[src/rtl/conv_sequencer_pkg.sv]
// Shared types and defaults for the convolution frame sequencer.
package conv_sequencer_pkg;

    localparam int BW2_DEF = 16;
    localparam int XS_DEF  = 32;
    localparam int WS_DEF  = 5;
    localparam int LAT_DEF = 6;

    typedef enum logic [2:0] {
        S_IDLE   = 3'd0,
        S_LOAD   = 3'd1,
        S_STREAM = 3'd2,
        S_DRAIN  = 3'd3,
        S_DONE   = 3'd4,
        S_ERR    = 3'd5
    } state_t;

    // Counter width able to hold 0..n-1, never narrower than one bit.
    function automatic int cnt_w(input int n);
        return (n <= 1) ? 1 : $clog2(n);
    endfunction

endpackage

[src/rtl/conv_sequencer_if.sv]
// Bus bundle between the weight/pixel sources, the sequencer and the convolution datapath.
interface conv_sequencer_if
    import conv_sequencer_pkg::*;
#(
    parameter int BW2 = BW2_DEF
) ();

    // Handshakes: a transfer happens on a rising edge where valid and ready are both high;
    // ready never depends on valid, and data is only meaningful while valid is high.
    logic           iStart;
    logic           iKeepW;
    logic           iWValid;
    logic [7:0]     iWData;
    logic           oWReady;
    logic           iPixValid;
    logic [7:0]     iPix;
    logic           oPixReady;
    logic           oWren;
    logic [4:0]     oADDR;
    logic [7:0]     oWeight;
    logic [7:0]     oX;
    logic [BW2-1:0] iPsum;
    logic           oOutValid;
    logic [BW2-1:0] oOut;
    logic           oLast;
    logic           oBusy;
    logic           oDone;
    logic           oErr;
    state_t         oState;

    modport slave (
        input  iStart, iKeepW, iWValid, iWData, iPixValid, iPix, iPsum,
        output oWReady, oPixReady, oWren, oADDR, oWeight, oX,
               oOutValid, oOut, oLast, oBusy, oDone, oErr, oState
    );

    modport master (
        output iStart, iKeepW, iWValid, iWData, iPixValid, iPix, iPsum,
        input  oWReady, oPixReady, oWren, oADDR, oWeight, oX,
               oOutValid, oOut, oLast, oBusy, oDone, oErr, oState
    );

endinterface

[src/rtl/conv_sequencer_tag_delay.sv]
// LAT-deep shift register carrying {tag, last} alongside the datapath latency.
module conv_sequencer_tag_delay #(
    parameter int LAT = 6
) (
    input  logic       iCLK,
    input  logic       iRST,
    input  logic       iClr,
    input  logic [1:0] iD,
    output logic [1:0] oQ
);

    logic [1:0] pipe [LAT];

    always_ff @(posedge iCLK) begin
        if (iRST || iClr) begin
            for (int i = 0; i < LAT; i++) pipe[i] <= 2'b00;
        end else begin
            pipe[0] <= iD;
            for (int i = 1; i < LAT; i++) pipe[i] <= pipe[i-1];
        end
    end

    assign oQ = pipe[LAT-1];

endmodule

[src/rtl/conv_sequencer.sv]
// Frame controller: loads kernel weights, streams a raster frame, and qualifies full-window psums.
module conv_sequencer
    import conv_sequencer_pkg::*;
#(
    parameter int XS  = XS_DEF,
    parameter int WS  = WS_DEF,
    parameter int LAT = LAT_DEF
) (
    input  logic             iCLK,
    input  logic             iRST,
    conv_sequencer_if.slave  bus
);

    localparam int NW = WS * WS;
    localparam int CW = cnt_w(XS);
    localparam int DW = cnt_w(LAT);

    state_t        state;
    logic          loaded;
    logic [4:0]    k;
    logic [CW-1:0] col;
    logic [CW-1:0] row;
    logic [DW-1:0] dcnt;
    logic [1:0]    tag_out;

    logic p_hs;
    logic underrun;
    logic at_last_pix;
    logic tag_in;
    logic emit;

    assign p_hs        = (state == S_STREAM) && bus.iPixValid;
    assign underrun    = (state == S_STREAM) && !bus.iPixValid;
    assign at_last_pix = (row == CW'(XS-1)) && (col == CW'(XS-1));
    assign tag_in      = p_hs && (row >= CW'(WS-1)) && (col >= CW'(WS-1));
    // An underrun kills the result leaving the pipe on the same edge, so nothing follows the error.
    assign emit        = tag_out[1] && !underrun;

    conv_sequencer_tag_delay #(.LAT(LAT)) u_tag (
        .iCLK (iCLK),
        .iRST (iRST),
        .iClr (underrun),
        .iD   ({tag_in, p_hs && at_last_pix}),
        .oQ   (tag_out)
    );

    assign bus.oWReady   = (state == S_LOAD);
    assign bus.oPixReady = (state == S_STREAM);
    assign bus.oBusy     = (state != S_IDLE);
    assign bus.oDone     = (state == S_DONE);
    assign bus.oState    = state;

    always_ff @(posedge iCLK) begin
        if (iRST) begin
            state         <= S_IDLE;
            loaded        <= 1'b0;
            k             <= '0;
            col           <= '0;
            row           <= '0;
            dcnt          <= '0;
            bus.oWren     <= 1'b0;
            bus.oADDR     <= '0;
            bus.oWeight   <= '0;
            bus.oX        <= '0;
            bus.oOutValid <= 1'b0;
            bus.oOut      <= '0;
            bus.oLast     <= 1'b0;
            bus.oErr      <= 1'b0;
        end else begin
            bus.oWren     <= 1'b0;
            bus.oOutValid <= emit;
            bus.oLast     <= emit && tag_out[0];
            if (emit) bus.oOut <= bus.iPsum;

            case (state)
                S_IDLE: begin
                    if (bus.iStart) begin
                        bus.oErr <= 1'b0;
                        k        <= '0;
                        col      <= '0;
                        row      <= '0;
                        dcnt     <= '0;
                        state    <= (bus.iKeepW && loaded) ? S_STREAM : S_LOAD;
                    end
                end
                S_LOAD: begin
                    if (bus.iWValid) begin
                        bus.oWren   <= 1'b1;
                        bus.oADDR   <= k;
                        bus.oWeight <= bus.iWData;
                        if (k == 5'(NW-1)) begin
                            loaded <= 1'b1;
                            state  <= S_STREAM;
                        end else begin
                            k <= k + 5'd1;
                        end
                    end
                end
                S_STREAM: begin
                    if (!bus.iPixValid) begin
                        bus.oErr <= 1'b1;
                        state    <= S_ERR;
                    end else begin
                        bus.oX <= bus.iPix;
                        if (col == CW'(XS-1)) begin
                            col <= '0;
                            if (row == CW'(XS-1)) begin
                                row   <= '0;
                                state <= S_DRAIN;
                            end else begin
                                row <= row + CW'(1);
                            end
                        end else begin
                            col <= col + CW'(1);
                        end
                    end
                end
                S_DRAIN: begin
                    if (dcnt == DW'(LAT-1)) begin
                        dcnt  <= '0;
                        state <= S_DONE;
                    end else begin
                        dcnt <= dcnt + DW'(1);
                    end
                end
                S_DONE:  state <= S_IDLE;
                S_ERR:   state <= S_IDLE;
                default: state <= S_IDLE;
            endcase
        end
    end

endmodule

[src/flat_wrapper.sv]
// flat-port wrapper written by rule: the top's interface ports become plain ports
module conv_sequencer_flat import conv_sequencer_pkg::*;
#(
    parameter int XS  = XS_DEF,
    parameter int WS  = WS_DEF,
    parameter int LAT = LAT_DEF
)
  (iCLK, iRST, bus_iStart, bus_iKeepW, bus_iWValid, bus_iWData, bus_iPixValid, bus_iPix, bus_iPsum, bus_oWReady, bus_oPixReady, bus_oWren, bus_oADDR, bus_oWeight, bus_oX, bus_oOutValid, bus_oOut, bus_oLast, bus_oBusy, bus_oDone, bus_oErr, bus_oState);
  conv_sequencer_if #(.BW2((16))) bus_i ();
  input  logic iCLK;
  input  logic iRST;
  input wire logic [$bits(bus_i.iStart)-1:0] bus_iStart;
  input wire logic [$bits(bus_i.iKeepW)-1:0] bus_iKeepW;
  input wire logic [$bits(bus_i.iWValid)-1:0] bus_iWValid;
  input wire logic [$bits(bus_i.iWData)-1:0] bus_iWData;
  input wire logic [$bits(bus_i.iPixValid)-1:0] bus_iPixValid;
  input wire logic [$bits(bus_i.iPix)-1:0] bus_iPix;
  input wire logic [$bits(bus_i.iPsum)-1:0] bus_iPsum;
  output wire logic [$bits(bus_i.oWReady)-1:0] bus_oWReady;
  output wire logic [$bits(bus_i.oPixReady)-1:0] bus_oPixReady;
  output wire logic [$bits(bus_i.oWren)-1:0] bus_oWren;
  output wire logic [$bits(bus_i.oADDR)-1:0] bus_oADDR;
  output wire logic [$bits(bus_i.oWeight)-1:0] bus_oWeight;
  output wire logic [$bits(bus_i.oX)-1:0] bus_oX;
  output wire logic [$bits(bus_i.oOutValid)-1:0] bus_oOutValid;
  output wire logic [$bits(bus_i.oOut)-1:0] bus_oOut;
  output wire logic [$bits(bus_i.oLast)-1:0] bus_oLast;
  output wire logic [$bits(bus_i.oBusy)-1:0] bus_oBusy;
  output wire logic [$bits(bus_i.oDone)-1:0] bus_oDone;
  output wire logic [$bits(bus_i.oErr)-1:0] bus_oErr;
  output wire logic [$bits(bus_i.oState)-1:0] bus_oState;
  assign bus_i.iStart = bus_iStart;
  assign bus_i.iKeepW = bus_iKeepW;
  assign bus_i.iWValid = bus_iWValid;
  assign bus_i.iWData = bus_iWData;
  assign bus_i.iPixValid = bus_iPixValid;
  assign bus_i.iPix = bus_iPix;
  assign bus_i.iPsum = bus_iPsum;
  assign bus_oWReady = bus_i.oWReady;
  assign bus_oPixReady = bus_i.oPixReady;
  assign bus_oWren = bus_i.oWren;
  assign bus_oADDR = bus_i.oADDR;
  assign bus_oWeight = bus_i.oWeight;
  assign bus_oX = bus_i.oX;
  assign bus_oOutValid = bus_i.oOutValid;
  assign bus_oOut = bus_i.oOut;
  assign bus_oLast = bus_i.oLast;
  assign bus_oBusy = bus_i.oBusy;
  assign bus_oDone = bus_i.oDone;
  assign bus_oErr = bus_i.oErr;
  assign bus_oState = bus_i.oState;
  conv_sequencer #(.XS(XS), .WS(WS), .LAT(LAT)) u_core (.iCLK(iCLK), .iRST(iRST), .bus(bus_i));
endmodule
[config.mk]
export PLATFORM = sky130hd
export DESIGN_NAME = conv_sequencer_flat
export DESIGN_NICKNAME = d
export VERILOG_FILES = /design/src/rtl/conv_sequencer_pkg.sv /design/src/rtl/conv_sequencer_if.sv /design/src/rtl/conv_sequencer_tag_delay.sv /design/src/rtl/conv_sequencer.sv /design/src/flat_wrapper.sv
export SDC_FILE = /design/constraint.sdc
export NUM_CORES = 1
export LEC_CHECK = 0
export BUFFER_PORTS_ARGS = -buffer_cell sky130_fd_sc_hd__buf_2
export CAP_MARGIN = 30
export CORE_MARGIN = 3
export CORE_UTILIZATION = 53
export CTS_BUF_LIST = sky130_fd_sc_hd__clkbuf_2
export DETAILED_ROUTE_END_ITERATION = 10
export PLACE_DENSITY = 0.81
export SLEW_MARGIN = 40
export SYNTH_ARGS = -nofsm -noshare
export SYNTH_HDL_FRONTEND = slang
export SYNTH_SLANG_ARGS = --single-unit
[constraint.sdc]
create_clock -name iCLK -period 2.3 [get_ports iCLK]
set_clock_uncertainty 0.1 [all_clocks]
set_input_delay 0 -clock iCLK [delete_from_list [all_inputs] [get_ports iCLK]]
set_output_delay 0 -clock iCLK [all_outputs]
set_load 0.01 [all_outputs]
==> results of run 1 <==
-- worst reg2reg max path: stages, from the launching register on --
cell	delay [ns]
dfxtp_1	0.42
buf_4	0.19
nor3b_1	0.27
and2_4	0.28
nand2_1	0.09
dlygate4sd3_1	0.57
a21oi_1	0.12
-- worst min path at each step --
stage                       start                                to  slack [ns]  depth (start not counted)
floorplan             bus_iWValid       u_core.bus.oWren$_SDFF_PP0_        0.03                          2
global route         bus_iPsum[1]   u_core.bus.oOut[1]$_SDFFE_PP0P_        0.12                          4
global placement    bus_iPsum[15]  u_core.bus.oOut[15]$_SDFFE_PP0P_        0.13                          3
CTS                  bus_iPsum[2]   u_core.bus.oOut[2]$_SDFFE_PP0P_        0.10                          4
finish               bus_iPsum[2]   u_core.bus.oOut[2]$_SDFFE_PP0P_        0.12                          4
detailed placement   bus_iPsum[7]   u_core.bus.oOut[7]$_SDFFE_PP0P_        0.14                          3
-- cell families after synthesis --
logic type	after synthesis
buffers and inverters	30
muxes	21
AOI/OAI and AO/OA	54
adders and majority gates	8
DFF	75
and+or+nand+nor	152
-- registers in the layout, indices dropped and copies added (netlist names), 5 cells and up --
register            cells
u_core.bus.oX           8
u_core.bus.oOut        16
u_core.row              5
u_core.bus.oADDR        5
u_core.col              5
u_core.bus.oWeight      8
u_core.u_tag.pipe      12
u_core.k                5
-- layout by cell type, fill, tap and decap left out, types with 3 or more instances in the layout --
cell,n
a21oi_1,34
and2_1,11
and3_1,3
buf_2,85
buf_4,10
clkbuf_2,9
dfxtp_1,74
dlygate4sd3_1,45
ha_1,8
inv_1,10
mux2i_1,21
nand2_1,61
nand3_1,7
nand3b_1,6
nor2_1,34
nor3_1,7
nor3b_1,4
o21ai_0,7
o22ai_1,4
-- synthesized netlist by cell type, drive strengths merged --
master	instances
or4	1
a31oi	1
clkinv	1
or3	1
mux2i	21
or4b	1
nand2b	1
a22oi	2
and3	3
nor2	34
or3b	1
nor4b	2
nor3b	4
nor4	1
nand2	61
nand4b	1
and4b	1
o31a	2
dfxtp	75
and3b	1
buf	5
a2111oi	2
and2	12
o22ai	4
ha	8
nor2b	1
nand3	7
nand3b	6
a21oi	34
and4bb	1
nand4	2
o211ai	1
nand4bb	2
nor3	7
o21ai	8
clkbuf	14
inv	10
and4	1
-- power by group through the flow --
stage	Sequential (mW)	Clock (mW)	Combinational, mW
after floorplan	1.43	0	0.398
after global placement	1.43	0	0.613
after detailed placement	1.43	0	0.619
after CTS	1.40	0.768	0.697
after global routing	1.42	0.830	0.796
final	1.41	0.756	0.719
-- layer usage --
metal / track usage (%) / share of wire [%] / vias to the layer above
met5: 0 / 0 / -
met4: 11.0 / 1.8 / 0
met3: 4.99 / 5.9 / 17
met2: 41.4 / 50 / 111
met1: 31.2 / 42 / 1333
li1: - / - / 1419
-- repair_timing --
item                       in CTS  in global routing
gates resized for setup         0                  3
setup endpoints to repair       0                  8
hold buffers                   45                  0
hold endpoints to repair       54                  0
-- cell type report --
type	instances	area [sq um]
flip-flops and latches	75	1500
multi-input cells	235	1370
fillers	357	1210
repair buffers	141	971
well taps	70	87.6
clock inverters	7	75.1
clock buffers	9	45.0
inverters	11	41.3
-- per-stage QoR --
step / setup slack (ns) / hold WS, ns / area, sq um
2_1_floorplan: 0.342 / 0.0292 / 3010
3_3_place_gp: 0.359 / 0.131 / 3520
3_5_place_dp: 0.278 / 0.143 / 3520
4_1_cts: 0.0620 / 0.101 / 4090
5_1_grt: 0.0214 / 0.122 / 4090
6_report: 0.216 / 0.124 / 4090
==> out/qor.yml, run 1 <==
status:
  outcome: "finished clean"
critical_path:
  worst-path-stages: 6
  critical_path.endpoint: "u_core.bus.oWeight[1]$_SDFFE_PP0P_"
  required_ns: 2.63
  setup.worst_path.end_class: "register"
  r2r-end: "u_core.bus.oWeight[1]$_SDFFE_PP0P_"
  crit_type: "register to register"
  critPathLaunchType: "register"
  path_cells: "buf_4 -> nor3b_1 -> and2_4 -> nand2_1 -> dlygate4sd3_1 -> a21oi_1"
  max_stage_delay_ns: 0.57
  cp_slowest_cell: "dlygate4sd3_1"
  reg2reg_from: "u_core.bus.oState[2]$_SDFFE_PP0P_"
  r2r_slack_ns: 0.22
  path_max_fanout: 13
  worstRegToRegCells: 6
  cp.arrival_ns: 2.41
  crit_family: "buffers and inverters"
  cp.buffers_inverters: 2
  crit_start: "u_core.bus.oState[2]$_SDFFE_PP0P_"
cts:
  clk_pin_slew_worst_paths_ns: 0.26
  htreeDepth: 3
  clock-root-buffer: "clkbuf_2"
  post_cts_buffers: 0
  clockBufferDepth: 2
  cts-buffers-inserted: 9
  worst_skew_pair.late_latency_ns: 0.52
  cts_tree: "built"
  clock-sinks: 75
power:
  p_total_mw: 2.88
  switching_power_mw: 0.947
  p_seq_share_pct: 48.9
  clock_power_share_pct: 26.2
  peakVddDrop_uv: 509
  p_int_mw: 1.94
  combPwrFrac_pct: 24.9
  power_leakage_nw: 1.89
  switching_share_pct: 32.8
  power_density_mw_per_mm2: 705
sta:
  finalHoldViolCount: 0
  period_share_pct: 90.6
  fin_crit_ns: 2.08
  rsz0062_at_grt: "false"
  finalSetupViolCount: 0
  relSlewSlack_pct: 67.0
  tns_ns: 0
  slew_viol_final: 0
  worst_pin_slew_ns: 0.492
  max_freq_mhz: 480
synth:
  synth_compound_area_share_pct: 10.3
  synthMuxAreaShare_pct: 6.98
  synth.area.top_cells: "dfxtp_1 (50%), nand2_1 (7.6%), mux2i_1 (7.0%), a21oi_1 (5.6%), nor2_1 (4.2%)"
  avgSynthCellArea_sq_um: 8.86
  synthSimpleGateAreaFrac_pct: 24.8
  synth_area_sq_mm: 0.00301
  synth_xor_area_share_pct: 0
  ys_seq_area_share_pct: 49.8
  synth_top_area_share_pct: 49.8
  syn_nets: 386
  synth_top_family_by_area: "simple AND/OR/NAND/NOR gates"
  yosys.area_share.adder_pct: 3.32
  ys_ff_latch: 75
  yosysTopAreaCell: "dfxtp_1"
  synthDistinctLibCells: 42
  syn_inst: 340
  ys_warn_count: 0
place:
  io_buffer_count: 85
  dp_cells: 487
  dpl.hpwl_mm: 4.54
  gp_congestion: 0.830
global_route:
  grt_pass1_vias: 2756
  antenna_found_initial: 0
  grt.total_usage_pct: 24.9
  overflow: 0
  grt_max_degree: 38
  grt_pass1_wl_mm: 12.7
die:
  rows: 26
  initial_utilization_pct: 56.8
  coreArea_sq_mm: 0.00530
  dieWidth_microns: 81.4
  die-area_sq_mm: 0.00663
  die_height_microns: 81.4
  ios: 86
drt:
  final_antenna_net_count: 0
  drt-total-wl_mm: 7.85
  drc_errors: 0
  routedWlPerCell_microns: 14.3
  vias: 2880
  viasPerCell: 5.26
  first_pass_iters: 5
  drtIter0Drc: 216
finish:
  diodes: 0
  post-route-util_pct: 77.2
  layout.nets: 519
  drive_above_1_share_pct: 24.3
  fin_cells: 548
  syn_to_final_growth_pct: 35.9
hold_path:
  hp-class: "input port to register"
job:
  drv_cap: 0
Note: power is estimated with default switching activity, not from simulation.
==> run 2, diff against run 1 <==
--- a/config.mk
+++ b/config.mk
@@ -5,13 +5,13 @@
 export SDC_FILE = /design/constraint.sdc
 export NUM_CORES = 1
 export LEC_CHECK = 0
-export BUFFER_PORTS_ARGS = -buffer_cell sky130_fd_sc_hd__buf_2
 export CAP_MARGIN = 30
 export CORE_MARGIN = 3
-export CORE_UTILIZATION = 53
+export CORE_UTILIZATION = 60
 export CTS_BUF_LIST = sky130_fd_sc_hd__clkbuf_2
 export DETAILED_ROUTE_END_ITERATION = 10
-export PLACE_DENSITY = 0.81
+export DONT_BUFFER_PORTS = 1
+export PLACE_DENSITY = 0.76
 export SLEW_MARGIN = 40
 export SYNTH_ARGS = -nofsm -noshare
 export SYNTH_HDL_FRONTEND = slang
==> run 2 against run 1 <==
Worst setup slack improved by 0.057 ns. Critical path depth decreased by 1. Sequential power hardly changed. Non-clock buffer count is 93 lower. Fmax rose by 2.8%. Clock-buffer cell count rose by 1. Critical endpoint is now u_core.col[2]$_SDFFE_PP0P_. Register-to-register slack improved by 0.06 ns. Hold slack lost 0.058 ns. Final cell count is 18% lower. Total power fell by 4.0%. Cell area is 12% lower.
==> out/qor.yml, run 2 (synthesis gave the netlist of run 1 again) <==
status:
  outcome: "finished clean"
sta:
  period_share_pct: 88.1  # -2.5 points
  fin_crit_ns: 2.03  # -0.0574 ns
  tns_ns: 0  # unchanged
  max_freq_mhz: 494  # +2.8%
  finalSetupViolCount: 0  # unchanged
  worst_pin_slew_ns: 0.574  # +0.0821 ns
  finalHoldViolCount: 0  # unchanged
  slew_viol_final: 0  # unchanged
  rsz0062_at_grt: "false"
  relSlewSlack_pct: 61.5  # -5.4 points
  fin_ws_ns: 0.274  # +0.0574 ns
power:
  power_leakage_nw: 1.47  # -22%
  peakVddDrop_uv: 439  # -14%
  p_int_mw: 1.94  # about the same
  clock_power_share_pct: 28.2  # +2.0 points
  switching_power_mw: 0.830  # -12%
  p_seq_share_pct: 51.7  # +2.8 points
  switching_share_pct: 30.0  # -2.9 points
  combPwrFrac_pct: 20.1  # -4.8 points
  power_density_mw_per_mm2: 770  # +9.3%
place:
  io_buffer_count: 0  # -100%
  gp_congestion: 0.823  # -0.83%
  dpl.hpwl_mm: 3.91  # -14%
  place_ws_ns: 0.313  # +0.0344 ns
drt:
  drc_errors: 0  # unchanged
  first_pass_iters: 4  # -1
  vias: 2479  # -14%
  viasPerCell: 5.50  # +4.6%
  routedWlPerCell_microns: 14.0  # -2.2%
  drt-total-wl_mm: 6.32  # -20%
  drtIter0Drc: 160  # -26%
  final_antenna_net_count: 0  # unchanged
critical_path:
  setup.worst_path.end_class: "register"
  cp.arrival_ns: 2.34  # -0.07 ns
  path_max_fanout: 9  # -4
  required_ns: 2.61  # -0.02 ns
  crit_type: "register to register"
  critPathLaunchType: "register"
finish:
  largest_register_ff_count: 16  # unchanged
  drive_above_1_share_pct: 6.77  # -17 points
  layout.nets: 426  # -18%
  fill_cells: 339  # -5.0%
  top_regs: "u_core.bus.oOut x16, u_core.u_tag.pipe x12"
  diodes: 0  # unchanged
  layout_common_cells: "dfxtp_1 (75), nand2_1 (61), dlygate4sd3_1 (39), a21oi_1 (34), nor2_1 (34)"
  top_register: "u_core.bus.oOut"
  syn_to_final_growth_pct: 19.3
  final_common_cell: "dfxtp_1"
die:
  dieWidth_microns: 76.9  # -5.6%
  die_height_microns: 76.9  # -5.6%
  ios: 86  # unchanged
  initial_utilization_pct: 63.0  # +6.1 points
  coreArea_sq_mm: 0.00479  # -9.7%
  die-area_sq_mm: 0.00591  # -11%
  rows: 25  # -3.8%
cts:
  cts_tree: "built"
  clockBufferDepth: 2  # unchanged
  htreeDepth: 3  # unchanged
  post_cts_buffers: 0  # unchanged
  cts-buffers-inserted: 9  # unchanged
  cts_resized: 0  # unchanged
  ctsHoldBuffers: 40  # -11%
  worst_skew_pair.late_latency_ns: 0.48  # -0.04 ns
  clock-root-buffer: "clkbuf_2"
  clock-sinks: 75  # unchanged
  clk_pin_slew_worst_paths_ns: 0.20  # -0.06 ns
global_route:
  grt.total_usage_pct: 22.9  # -2.0 points
  overflow: 0  # unchanged
  grt_pass1_vias: 2348  # -15%
  grt_pass1_wl_mm: 10.8  # -15%
  grt_max_degree: 59  # +55%
  antenna_found_initial: 0  # unchanged
hold_path:
  hp-class: "input port to register"
job:
  drv_cap: 0  # unchanged
==> run 2: changes by cell type in the layout (fill, tap and decap cells not counted), sizes merged <==
cell	change
buf	-87
dlygate4sd3	-6
clkbuf	+1
bufinv	+1
inv	-1
clkinvlp	-2
==> run 2: worst paths after layout <==
check                                startpoint                                  to  slack (ns)  cells after the start
max                  u_core.col[0]$_SDFFE_PP0P_          u_core.col[2]$_SDFFE_PP0P_        0.27                      5
min                                 bus_iWValid          u_core.loaded$_SDFFE_PP0P_        0.07                      4
max reg2reg          u_core.col[0]$_SDFFE_PP0P_          u_core.col[2]$_SDFFE_PP0P_        0.27                      5
min reg2reg  u_core.u_tag.pipe[0][0]$_SDFF_PP0_  u_core.u_tag.pipe[1][0]$_SDFF_PP0_        0.35                      1
==> run 2: worst max-delay path, stage by stage (launching register included) <==
cell and delay [ns]:
dfxtp_1 0.38, ha_1 0.23, and3_1 0.19, ha_1 0.29, or4b_2 0.65, a21oi_1 0.13
==> run 2: final cells by class <==
class                      count  area, sq um  area share [%]
clock buffer                  10         50.0            1.39
inverter                      11         41.3            1.15
tap                           67         83.8            2.33
sequential                    75         1500            41.8
multi-input combinational    235         1370            38.1
timing repair buffer          48          470            13.1
clock inverter                 5         77.6            2.16
==> run 2: metal layers <==
metal	vias to the layer above	GRT usage, %	routed length [microns]
li1	1230	-	-
met1	1166	28.0	2700
met2	75	36.8	3100
met3	8	6.57	414
met4	0	11.4	103
met5	-	0	0
==> run 2: power groups by stage <==
stage	Combinational, mW	Sequential [mW]	Clock [mW]
2_1_floorplan	0.398	1.43	0
3_3_place_gp	0.466	1.45	0
3_5_place_dp	0.470	1.46	0
4_1_cts	0.551	1.43	0.811
5_1_grt	0.621	1.44	0.863
6_report	0.556	1.43	0.782
==> run 2: stage by stage <==
step / hold WS [ns] / util, % / total power, mW / instances / instance area (sq um)
2_1_floorplan: 0.0292 / - / 1.83 / 340 / 3010
3_3_place_gp: -0.0257 / 63.8 / 1.92 / 396 / 3060
3_5_place_dp: -0.0222 / 63.8 / 1.93 / 396 / 3060
4_1_cts: 0.0240 / 75.1 / 2.79 / 451 / 3590
5_1_grt: 0.0223 / 75.1 / 2.93 / 451 / 3590
6_report: 0.0661 / 75.1 / 2.77 / 451 / 3590
==> run 3, diff against run 2 <==
--- a/config.mk
+++ b/config.mk
@@ -12,6 +12,7 @@
 export DETAILED_ROUTE_END_ITERATION = 10
 export DONT_BUFFER_PORTS = 1
 export PLACE_DENSITY = 0.76
+export RECOVER_POWER = 100
 export SLEW_MARGIN = 40
 export SYNTH_ARGS = -nofsm -noshare
 export SYNTH_HDL_FRONTEND = slang
==> run 3 against run 2 <==
Via count fell by 0.77%. Final cell count unchanged. Clock-buffer cell count stayed put. Routed wire length is 0.21% lower. Core utilization decreased by 0.55 points. Combinational power is 4.0% lower. Sequential share of layout area grew 0.31 points. Largest power group unchanged. Highest routed layer unchanged.
==> out/qor.yml, run 3 (synthesis gave the netlist of run 1 again) <==
sta:
  max_freq_mhz: 483  # -2.2%
  finalHoldViolCount: 0  # unchanged
  slew_viol_final: 0  # unchanged
  timing.hold.ws_ns: 0.0684  # +0.00233 ns
  finalSetupViolCount: 0  # unchanged
  worst_pin_slew_ns: 0.575  # +0.00146 ns
  fin_crit_ns: 2.07  # +0.0457 ns
  period_share_pct: 90.1  # +2.0 points
  relSlewSlack_pct: 61.4  # -0.098 points
  tns_ns: 0  # unchanged
  rsz0062_at_grt: "false"
global_route:
  grt_max_degree: 59  # unchanged
  overflow: 0  # unchanged
  antenna_found_initial: 0  # unchanged
  grt.total_usage_pct: 22.9  # unchanged
  grt_pass1_vias: 2348  # unchanged
  grt_pass1_wl_mm: 10.8  # unchanged
drt:
  first_pass_iters: 4  # unchanged
  drtIter0Drc: 139  # -13%
  drt-total-wl_mm: 6.31  # -0.21%
  routedWlPerCell_microns: 14.0  # -0.21%
  viasPerCell: 5.45  # -0.77%
  final_antenna_net_count: 0  # unchanged
  drc_errors: 0  # unchanged
  vias: 2460  # -0.77%
cts:
  worst_skew_pair.late_latency_ns: 0.48  # about the same
  clock-root-buffer: "clkbuf_2"
  cts-buffers-inserted: 9  # unchanged
  clockBufferDepth: 2  # unchanged
  cts_tree: "built"
  cts_resized: 0  # unchanged
  clock-sinks: 75  # unchanged
  htreeDepth: 3  # unchanged
  clk_pin_slew_worst_paths_ns: 0.20  # about the same
status:
  outcome: "finished clean"
critical_path:
  worstRegToRegCells: 4  # -1
  cp_slowest_cell: "and4bb_1"
  crit_type: "register to register"
  setup.worst_path.end_class: "register"
  max_stage_delay_ns: 0.67  # +0.02 ns
  worst-path-stages: 4  # -1
  cp.arrival_ns: 2.40  # +0.06 ns
  path_cells: "and4bb_1 -> nand2_1 -> dlygate4sd3_1 -> a21oi_1"
  crit_family: "simple AND/OR/NAND/NOR gates"
  path_max_fanout: 16  # +7
  cp.buffers_inverters: 1  # +1
  critPathLaunchType: "register"
  required_ns: 2.63  # +0.02 ns
finish:
  layout.nets: 426  # unchanged
  final_common_cell: "dfxtp_1"
  design_area_sq_mm: 0.00357  # -0.73%
  diodes: 0  # unchanged
  drive_above_1_share_pct: 5.21  # -1.6 points
  largest_register_ff_count: 16  # unchanged
  top_regs: "u_core.bus.oOut x16, u_core.u_tag.pipe x12"
  top_register: "u_core.bus.oOut"
  syn_to_final_growth_pct: 18.4
  fill_cells: 343  # +1.2%
  multi_input_area_sq_mm: 0.00136  # -0.82%
  layout_common_cells: "dfxtp_1 (75), nand2_1 (61), dlygate4sd3_1 (39), a21oi_1 (34), nor2_1 (34)"
  regArea_sq_mm: 0.00150  # unchanged
power:
  power_leakage_nw: 1.45  # -1.3%
  peakVddDrop_uv: 438  # -0.15%
  power_density_mw_per_mm2: 769  # -0.15%
die:
  ios: 86  # unchanged
  initial_utilization_pct: 63.0  # unchanged
  die-area_sq_mm: 0.00591  # unchanged
  rows: 25  # unchanged
  dieWidth_microns: 76.9  # unchanged
  coreArea_sq_mm: 0.00479  # unchanged
  die_height_microns: 76.9  # unchanged
place:
  placed_area_sq_mm: 0.00306  # unchanged
  dpl.hpwl_mm: 3.91  # unchanged
  io_buffer_count: 0  # unchanged
  gp_congestion: 0.823  # unchanged
job:
  drv_cap: 0  # unchanged
hold_path:
  hold_depth: 4  # unchanged
  hp-class: "input port to register"
run 3: changes by cell type in the layout (fill, tap and decap cells not counted):
cell      before  now
and4bb_1       0    1
and2_0         0    5
clkbuf_1       0    4
and4bb_2       1    0
o21ai_4        1    0
and2_1        12    7
o21ai_0        7    8
buf_4          8    4
run 3: worst min-delay path, cell delays in order:
cell and delay [ns]:
nand4bb_1 0.41, nor2_1 0.10, nor2_1 0.09, nor2_1 0.04
run 3: layer usage:
metal / GRT usage [%] / part of all wire (%) / vias to the layer above
li1: - / - / 1230
met1: 28.0 / 42 / 1148
met2: 36.8 / 49 / 74
met3: 6.57 / 7.0 / 8
met4: 11.4 / 1.6 / 0
met5: 0 / 0 / -
run 3: power by group:
part | switching, mW | internal (mW)
registers | 0.0758 | 1.35
clock network | 0.423 | 0.358
logic | 0.325 | 0.208
run 3: what timing repair did:
action,CTS,global route
endpoints found under the hold margin,75,0
buffers inserted,0,0
setup endpoints to repair,0,0
hold buffers,40,0
run 3: cell type report:
class,count,area share [%]
clock inverters,5,2.17
well taps,67,2.35
clock buffers,10,1.40
repair buffers,48,12.8
inverters,11,1.16
flip-flops and latches,75,42.1
multi-input cells,235,38.1
run 3: worst paths after layout:
kind                                      start                                 end  slack, ns
max reg2reg   u_core.bus.oState[0]$_SDFFE_PP0P_       u_core.bus.oX[3]$_SDFFE_PP0P_       0.23
min                                 bus_iWValid          u_core.loaded$_SDFFE_PP0P_       0.07
max           u_core.bus.oState[0]$_SDFFE_PP0P_       u_core.bus.oX[3]$_SDFFE_PP0P_       0.23
min reg2reg  u_core.u_tag.pipe[0][0]$_SDFF_PP0_  u_core.u_tag.pipe[1][0]$_SDFF_PP0_       0.35
run 3: stage by stage:
stage | util, % | instances | power [mW] | setup slack (ns)
2_1_floorplan | - | 340 | 1.83 | 0.342
3_5_place_dp | 63.8 | 396 | 1.93 | 0.313
4_1_cts | 75.1 | 451 | 2.79 | 0.284
6_report | 74.5 | 451 | 2.74 | 0.228
5_1_grt | 74.5 | 451 | 2.90 | 0.0674
3_3_place_gp | 63.8 | 396 | 1.92 | 0.369
